**config.mk**
```make
export PLATFORM = sky130hd
export DESIGN_NAME = lsu_mem_sched
export DESIGN_NICKNAME = d
export VERILOG_FILES = /design/src/rtl/lsu_mem_sched_pkg.sv /design/src/rtl/lsu_mem_sched_byte_lane.sv /design/src/rtl/lsu_mem_sched.sv
export SDC_FILE = /design/constraint.sdc
export NUM_CORES = 1
export LEC_CHECK = 0
export BUFFER_PORTS_ARGS = -buffer_cell sky130_fd_sc_hd__buf_2
export CELL_PAD_IN_SITES_DETAIL_PLACEMENT = 1
export CELL_PAD_IN_SITES_GLOBAL_PLACEMENT = 2
export CORE_ASPECT_RATIO = 0.6
export CORE_UTILIZATION = 24
export CTS_CLUSTER_DIAMETER = 50
export DETAILED_ROUTE_END_ITERATION = 7
export GPL_ROUTABILITY_DRIVEN = 0
export PLACE_DENSITY_LB_ADDON = 0.1
export SLEW_MARGIN = 20
export SYNTH_ARGS = -nofsm -noshare
export SYNTH_HDL_FRONTEND = slang
export SYNTH_SLANG_ARGS = --single-unit
```
**constraint.sdc**
```tcl
create_clock -name clk -period 1.9 [get_ports clk]
set_input_delay 0.095 -clock clk [delete_from_list [all_inputs] [get_ports clk]]
set_output_delay 0.095 -clock clk [all_outputs]
set_load 0.05 [all_outputs]
```
**src/rtl/lsu_mem_sched_pkg.sv**
```systemverilog
// Shared opcodes, widths and FSM encoding for the LSU data-memory scheduler.
package lsu_mem_sched_pkg;

    localparam int LS_OP_W = 4;

    localparam logic [LS_OP_W-1:0] OP_LB = 4'd7;
    localparam logic [LS_OP_W-1:0] OP_LW = 4'd8;
    localparam logic [LS_OP_W-1:0] OP_SB = 4'd9;
    localparam logic [LS_OP_W-1:0] OP_SW = 4'd10;

    typedef enum logic [1:0] {
        S_IDLE  = 2'd0,
        S_ISSUE = 2'd1,
        S_WAIT  = 2'd2,
        S_RESP  = 2'd3
    } state_t;

    function automatic logic is_load_op(input logic [LS_OP_W-1:0] op);
        return (op == OP_LB) || (op == OP_LW);
    endfunction

    function automatic logic is_store_op(input logic [LS_OP_W-1:0] op);
        return (op == OP_SB) || (op == OP_SW);
    endfunction

endpackage

```
**src/rtl/lsu_mem_sched_byte_lane.sv**
```systemverilog
// Store strobe/data lane generation and load byte extraction with sign extension.
module lsu_byte_lane
    import lsu_mem_sched_pkg::*;
(
    input  logic [LS_OP_W-1:0] op,
    input  logic [1:0]         byte_off,
    input  logic [31:0]        st_data,
    input  logic [31:0]        rdata,
    output logic [3:0]         wstrb,
    output logic [31:0]        wdata,
    output logic [31:0]        ld_data
);

    logic [7:0] ld_byte;

    always_comb begin
        wstrb = 4'b0000;
        wdata = 32'h0;
        case (op)
            OP_SB: begin
                wstrb = 4'b0001 << byte_off;
                wdata = {4{st_data[7:0]}};
            end
            OP_SW: begin
                wstrb = 4'b1111;
                wdata = st_data;
            end
            default: ;
        endcase
    end

    always_comb begin
        case (byte_off)
            2'd0: ld_byte = rdata[7:0];
            2'd1: ld_byte = rdata[15:8];
            2'd2: ld_byte = rdata[23:16];
            default: ld_byte = rdata[31:24];
        endcase
        ld_data = (op == OP_LB) ? {{24{ld_byte[7]}}, ld_byte} : rdata;
    end

endmodule

```
**src/rtl/lsu_mem_sched.sv**
```systemverilog
// Single data-memory port scheduler: load-issue vs store-commit arbitration,
// fixed-latency access timing, load response return and load flush.
module lsu_mem_sched
    import lsu_mem_sched_pkg::*;
#(
    parameter int MEM_LAT    = 2,
    parameter int STARVE_MAX = 4
) (
    input  logic        clk,
    input  logic        rst,
    input  logic        ld_req_valid,
    output logic        ld_req_ready,
    input  logic [31:0] ld_addr,
    input  logic [3:0]  ld_op,
    input  logic [5:0]  ld_rd,
    input  logic [31:0] ld_pc,
    input  logic        st_req_valid,
    output logic        st_req_ready,
    input  logic [31:0] st_addr,
    input  logic [3:0]  st_op,
    input  logic [31:0] st_data,
    input  logic        flush,
    output logic [31:0] mem_addr,
    output logic [31:0] mem_wdata,
    output logic [3:0]  mem_wstrb,
    output logic        mem_read_en,
    output logic        mem_write_en,
    input  logic [31:0] mem_rdata,
    output logic        ld_resp_valid,
    output logic [5:0]  ld_resp_rd,
    output logic [31:0] ld_resp_pc,
    output logic [31:0] ld_resp_data,
    output logic        op_err,
    output logic        busy
);

    localparam logic [3:0] LAT_LOAD     = 4'(MEM_LAT - 1);
    localparam logic [7:0] STARVE_LIM   = 8'(STARVE_MAX);
    localparam bit         ST_SKIP_WAIT = (MEM_LAT == 1);

    state_t state;
    state_t state_nx;

    logic        is_ld_q;
    logic [3:0]  op_q;
    logic [31:0] addr_q;
    logic [31:0] pc_q;
    logic [31:0] data_q;
    logic [31:0] rdata_q;
    logic [5:0]  rd_q;
    logic        drop_q;
    logic        op_err_q;
    logic [3:0]  lat_q;
    logic [7:0]  starve_q;

    logic        idle_ok;
    logic        starve_hit;
    logic        ld_go;
    logic        st_go;
    logic        op_legal;
    logic        lat_done;

    logic [3:0]  bl_wstrb;
    logic [31:0] bl_wdata;
    logic [31:0] bl_ld_data;

    lsu_byte_lane u_lane (
        .op       (op_q),
        .byte_off (addr_q[1:0]),
        .st_data  (data_q),
        .rdata    (rdata_q),
        .wstrb    (bl_wstrb),
        .wdata    (bl_wdata),
        .ld_data  (bl_ld_data)
    );

    // Readiness already encodes the arbitration result, so valid&ready is a grant.
    always_comb begin
        idle_ok      = (state == S_IDLE) && !rst;
        starve_hit   = (starve_q == STARVE_LIM);
        ld_req_ready = idle_ok && !flush && !(st_req_valid && starve_hit);
        st_req_ready = idle_ok && !(ld_req_valid && !flush && !starve_hit);
        ld_go        = ld_req_valid && ld_req_ready;
        st_go        = st_req_valid && st_req_ready;
        op_legal     = ld_go ? is_load_op(ld_op) : is_store_op(st_op);
        lat_done     = (lat_q == 4'd0);
    end

    always_comb begin
        state_nx = state;
        unique case (state)
            S_IDLE: begin
                if ((ld_go || st_go) && op_legal) state_nx = S_ISSUE;
            end
            S_ISSUE: begin
                state_nx = (!is_ld_q && ST_SKIP_WAIT) ? S_IDLE : S_WAIT;
            end
            S_WAIT: begin
                if (is_ld_q) begin
                    if (lat_done) state_nx = S_RESP;
                end else if (lat_q <= 4'd1) begin
                    state_nx = S_IDLE;
                end
            end
            S_RESP:  state_nx = S_IDLE;
            default: state_nx = S_IDLE;
        endcase
    end

    always_ff @(posedge clk) begin
        if (rst) begin
            state    <= S_IDLE;
            is_ld_q  <= 1'b0;
            op_q     <= 4'h0;
            addr_q   <= 32'h0;
            pc_q     <= 32'h0;
            data_q   <= 32'h0;
            rdata_q  <= 32'h0;
            rd_q     <= 6'h0;
            drop_q   <= 1'b0;
            op_err_q <= 1'b0;
            lat_q    <= 4'h0;
            starve_q <= 8'h0;
        end else begin
            state    <= state_nx;
            op_err_q <= (ld_go || st_go) && !op_legal;

            if (ld_go) begin
                is_ld_q <= 1'b1;
                op_q    <= ld_op;
                addr_q  <= ld_addr;
                rd_q    <= ld_rd;
                pc_q    <= ld_pc;
                data_q  <= 32'h0;
            end else if (st_go) begin
                is_ld_q <= 1'b0;
                op_q    <= st_op;
                addr_q  <= st_addr;
                rd_q    <= 6'h0;
                pc_q    <= 32'h0;
                data_q  <= st_data;
            end

            if (!st_req_valid || st_go) begin
                starve_q <= 8'h0;
            end else if (ld_go && !starve_hit) begin
                starve_q <= starve_q + 8'd1;
            end

            if (state == S_ISSUE) begin
                lat_q <= LAT_LOAD;
            end else if (state == S_WAIT && !lat_done) begin
                lat_q <= lat_q - 4'd1;
            end

            if (state == S_WAIT && lat_done && is_ld_q) begin
                rdata_q <= mem_rdata;
            end

            // Once squashed, the load keeps its timing but never responds.
            if (state_nx == S_IDLE) begin
                drop_q <= 1'b0;
            end else if (flush && is_ld_q && state != S_IDLE) begin
                drop_q <= 1'b1;
            end
        end
    end

    always_comb begin
        mem_addr      = 32'h0;
        mem_wdata     = 32'h0;
        mem_wstrb     = 4'h0;
        mem_read_en   = 1'b0;
        mem_write_en  = 1'b0;
        ld_resp_valid = 1'b0;
        ld_resp_rd    = 6'h0;
        ld_resp_pc    = 32'h0;
        ld_resp_data  = 32'h0;
        case (state)
            S_ISSUE: begin
                mem_addr = {addr_q[31:2], 2'b00};
                if (is_ld_q) begin
                    mem_read_en = 1'b1;
                end else begin
                    mem_write_en = 1'b1;
                    mem_wstrb    = bl_wstrb;
                    mem_wdata    = bl_wdata;
                end
            end
            S_RESP: begin
                if (!drop_q && !flush) begin
                    ld_resp_valid = 1'b1;
                    ld_resp_rd    = rd_q;
                    ld_resp_pc    = pc_q;
                    ld_resp_data  = bl_ld_data;
                end
            end
            default: ;
        endcase
    end

    assign op_err = op_err_q;
    assign busy   = (state != S_IDLE);

endmodule

```
==> run summary <==
status: finished, violations left
failing checks: setup timing
fin worst setup slack: -0.203 ns
CTS root buf: clkbuf_16
setup violators final: 81
dpl ws: -0.00378 ns
GRT Total Usage: 22.4%
H-tree depth: 4
port bufs: 321
Synth area leader: dfxtp_1
Syn Std Cell Area: 7800 um2
largest net degree at the start of global routing: 72
drt total wl: 41800 um
Lkg Pwr: 6.75 nW
syn avg cell area: 7.80 um2
net count of the finished layout: 1733
maxcap violations: 0
f_max: 476 MHz
Setup Skew: 0.0112 ns
Max Slew Vio Count: 0
Fill cells: 3491
#FFs+latches synth: 155
pwr dens: 533 nW/um2
Most used DFF post-synth: dfxtp_1
CTS sink cnt: 155
ys async rst share: 0%
Residual DRC: 0
post-layout util: 51.1%
Antenna Violating Nets Remaining: 0
Post-DP HPWL: 23200 um
Syn Inst Count: 1000
die width: 235 um
Post-synth EDFFs: 0
TritonCTS buffer count: 17
most frequent cells in the layout: buf_2, dlygate4sd3_1, dfxtp_1, nor2_1, buf_6
yosys warns: 0
Critical Path, Cell by Cell: nor4bb_4, buf_6, nor2_4, nor2_4, buf_6, and2_4, buf_8
share of layout cells above drive strength 1: 45.0%
Final Hold Vio Count: 0
vias in the first global route: 9845
Die Y-Extent: 142 um
row count: 50
Final Cycle Share: 111%
wire per inst: 21.2 um
Slew @ Worst Pin: 0.841 ns
clk_lat worst skew: 0.45 ns
register area share after synthesis: 39.8%
top cell type's share of synthesized area: 39.8%
via count: 9697
antenna violations before repair: 0
Syn-to-layout area delta: 107%
RSZ-0062 raised after global routing: true
Synth cell types: 56
die area: 33200 um2
initial DRC count: 475
RR Startpoint: state[1]
crit path from: op_q[2]
Worst-path clk slew: 0.06 ns
hold path start: st_addr[0]
critical path type: reg -> out
fin crit period: 2.10 ns
CTS tree: built
type of destination of the critical path: output port
core footprint: 31600 um2
setup TNS: -7.80 ns
CP Max Fanout: 7
Clock Path Buffers: 2
Worst Hold Class: in -> reg
max incr delay on CP: 0.37 ns
Arr. time, crit path: 2.01 ns
grt ovf: 0
commonest non-fill, non-tap cell in the layout: buf_2
Critical Path Start Type: register
global-route wire length before repair: 57900 um
top cells by area, synth: dfxtp_1, and2_1, nor2_1
DRT Pass-1 Iters: 5
CP Data Required Time: 1.80 ns
drt via density: 4.91
Slew Limit Headroom: 44.0%
Slowest cell on crit path: dfxtp_4
VDD IR-drop max: 0.659 mV
Min Hold Slack: 0.0286 ns
Starting Density: 24.7%
# IOs: 324
==> synth_stat cells, types with 3 or more instances <==
| master | n |
|---|---|
| dfxtp_1 | 155 |
| xnor2_1 | 6 |
| nand3_1 | 38 |
| a22o_1 | 8 |
| a22oi_1 | 7 |
| nand4_1 | 3 |
| a211oi_1 | 4 |
| nor2b_1 | 4 |
| a21oi_1 | 63 |
| nor3_1 | 6 |
| and2_1 | 77 |
| ha_1 | 5 |
| a31oi_1 | 38 |
| nand2b_1 | 4 |
| clkbuf_1 | 82 |
| nor2_1 | 111 |
| mux2i_1 | 33 |
| nand2_1 | 100 |
| a32oi_1 | 38 |
| o21ai_0 | 75 |
| inv_1 | 45 |
| o211ai_1 | 35 |
| mux2_2 | 7 |
| and3_1 | 3 |
| buf_1 | 3 |
| buf_2 | 9 |
| buf_6 | 3 |
==> final cells by class <==
class | count | area, um2 | share of cell area [%]
antenna | 1 | 2.50 | 0.0155
tap | 416 | 520 | 3.23
sequential | 155 | 3130 | 19.4
timing repair buffer | 628 | 6460 | 40.1
clock buffer | 21 | 460 | 2.85
clock inverter | 8 | 96.3 | 0.597
inverter | 46 | 183 | 1.13
multi-input combinational | 701 | 5270 | 32.7
==> registers in the layout (all words and copies together) (netlist names) <==
signal and count:
data_q 32, lat_q 4, drop_q 1, state 2
op_err 1, pc_q 32, op_q 4, rd_q 6
rdata_q 32, is_ld_q 1, addr_q 32, starve_q 8
==> critical path, delay by kind of cell (launching register included) <==
kind,cells,cell delay [ns]
flops,1,0.37
simple gates,4,0.66
buf+inv,3,0.53
==> path summary, 6_finish.rpt <==
kind | slack [ns] | to | depth (start not counted)
worst min-delay path | 0.03 | addr_q[0] | 3
worst max-delay path | -0.20 | mem_wdata[5] | 7
worst min register to register | 0.46 | rdata_q[5] | 2
worst max register to register | -0.02 | addr_q[21] | 8
==> through the flow <==
| stage | power (mW) | std cells | instance area, um2 |
|---|---|---|---|
| 2_1_floorplan | 4.04 | 1001 | 7910 |
| 3_3_place_gp | 4.49 | 1696 | 10300 |
| 3_5_place_dp | 4.51 | 1696 | 10300 |
| 4_1_cts | 8.42 | 1941 | 14500 |
| 5_1_grt | 8.92 | 1975 | 16100 |
| 6_report | 8.60 | 1976 | 16100 |
==> where the power goes <==
part           total, mW  switching (mW)  leakage (nW)  internal, mW
Combinational       1.62           0.762          5.20         0.862
Clock               3.44            1.47         0.274          1.97
Sequential          3.54           0.133          1.27          3.40
==> per-layer routing <==
metal / part of all wire, % / track usage [%]
met1: 48 / 30.9
met2: 47 / 36.0
met3: 3.6 / 4.88
met4: 1.3 / 4.16
met5: 0 / 0
==> cell families after synthesis <==
logic type                 synth area share (%)
and+or+nand+nor                            22.4
AOI/OAI and AO/OA                          23.1
DFF                                        39.8
buffers and inverters                      7.51
muxes                                      5.54
xor gates and xnor gates                  0.786
adders and majority gates                 0.802
other                                    0.0481
==> what timing repair did <==
| action | 4_1_cts | 5_1_grt |
|---|---|---|
| hold buffers | 173 | 0 |
| gates resized for setup | 384 | 307 |
| pin swaps | 40 | 79 |
| cloned | 10 | 23 |
| endpoints found under the hold margin | 138 | 0 |
| endpoints found under the setup margin | 142 | 250 |
| setup buffers | 33 | 16 |
No activity file was read; power rests on OpenSTA's default activity.
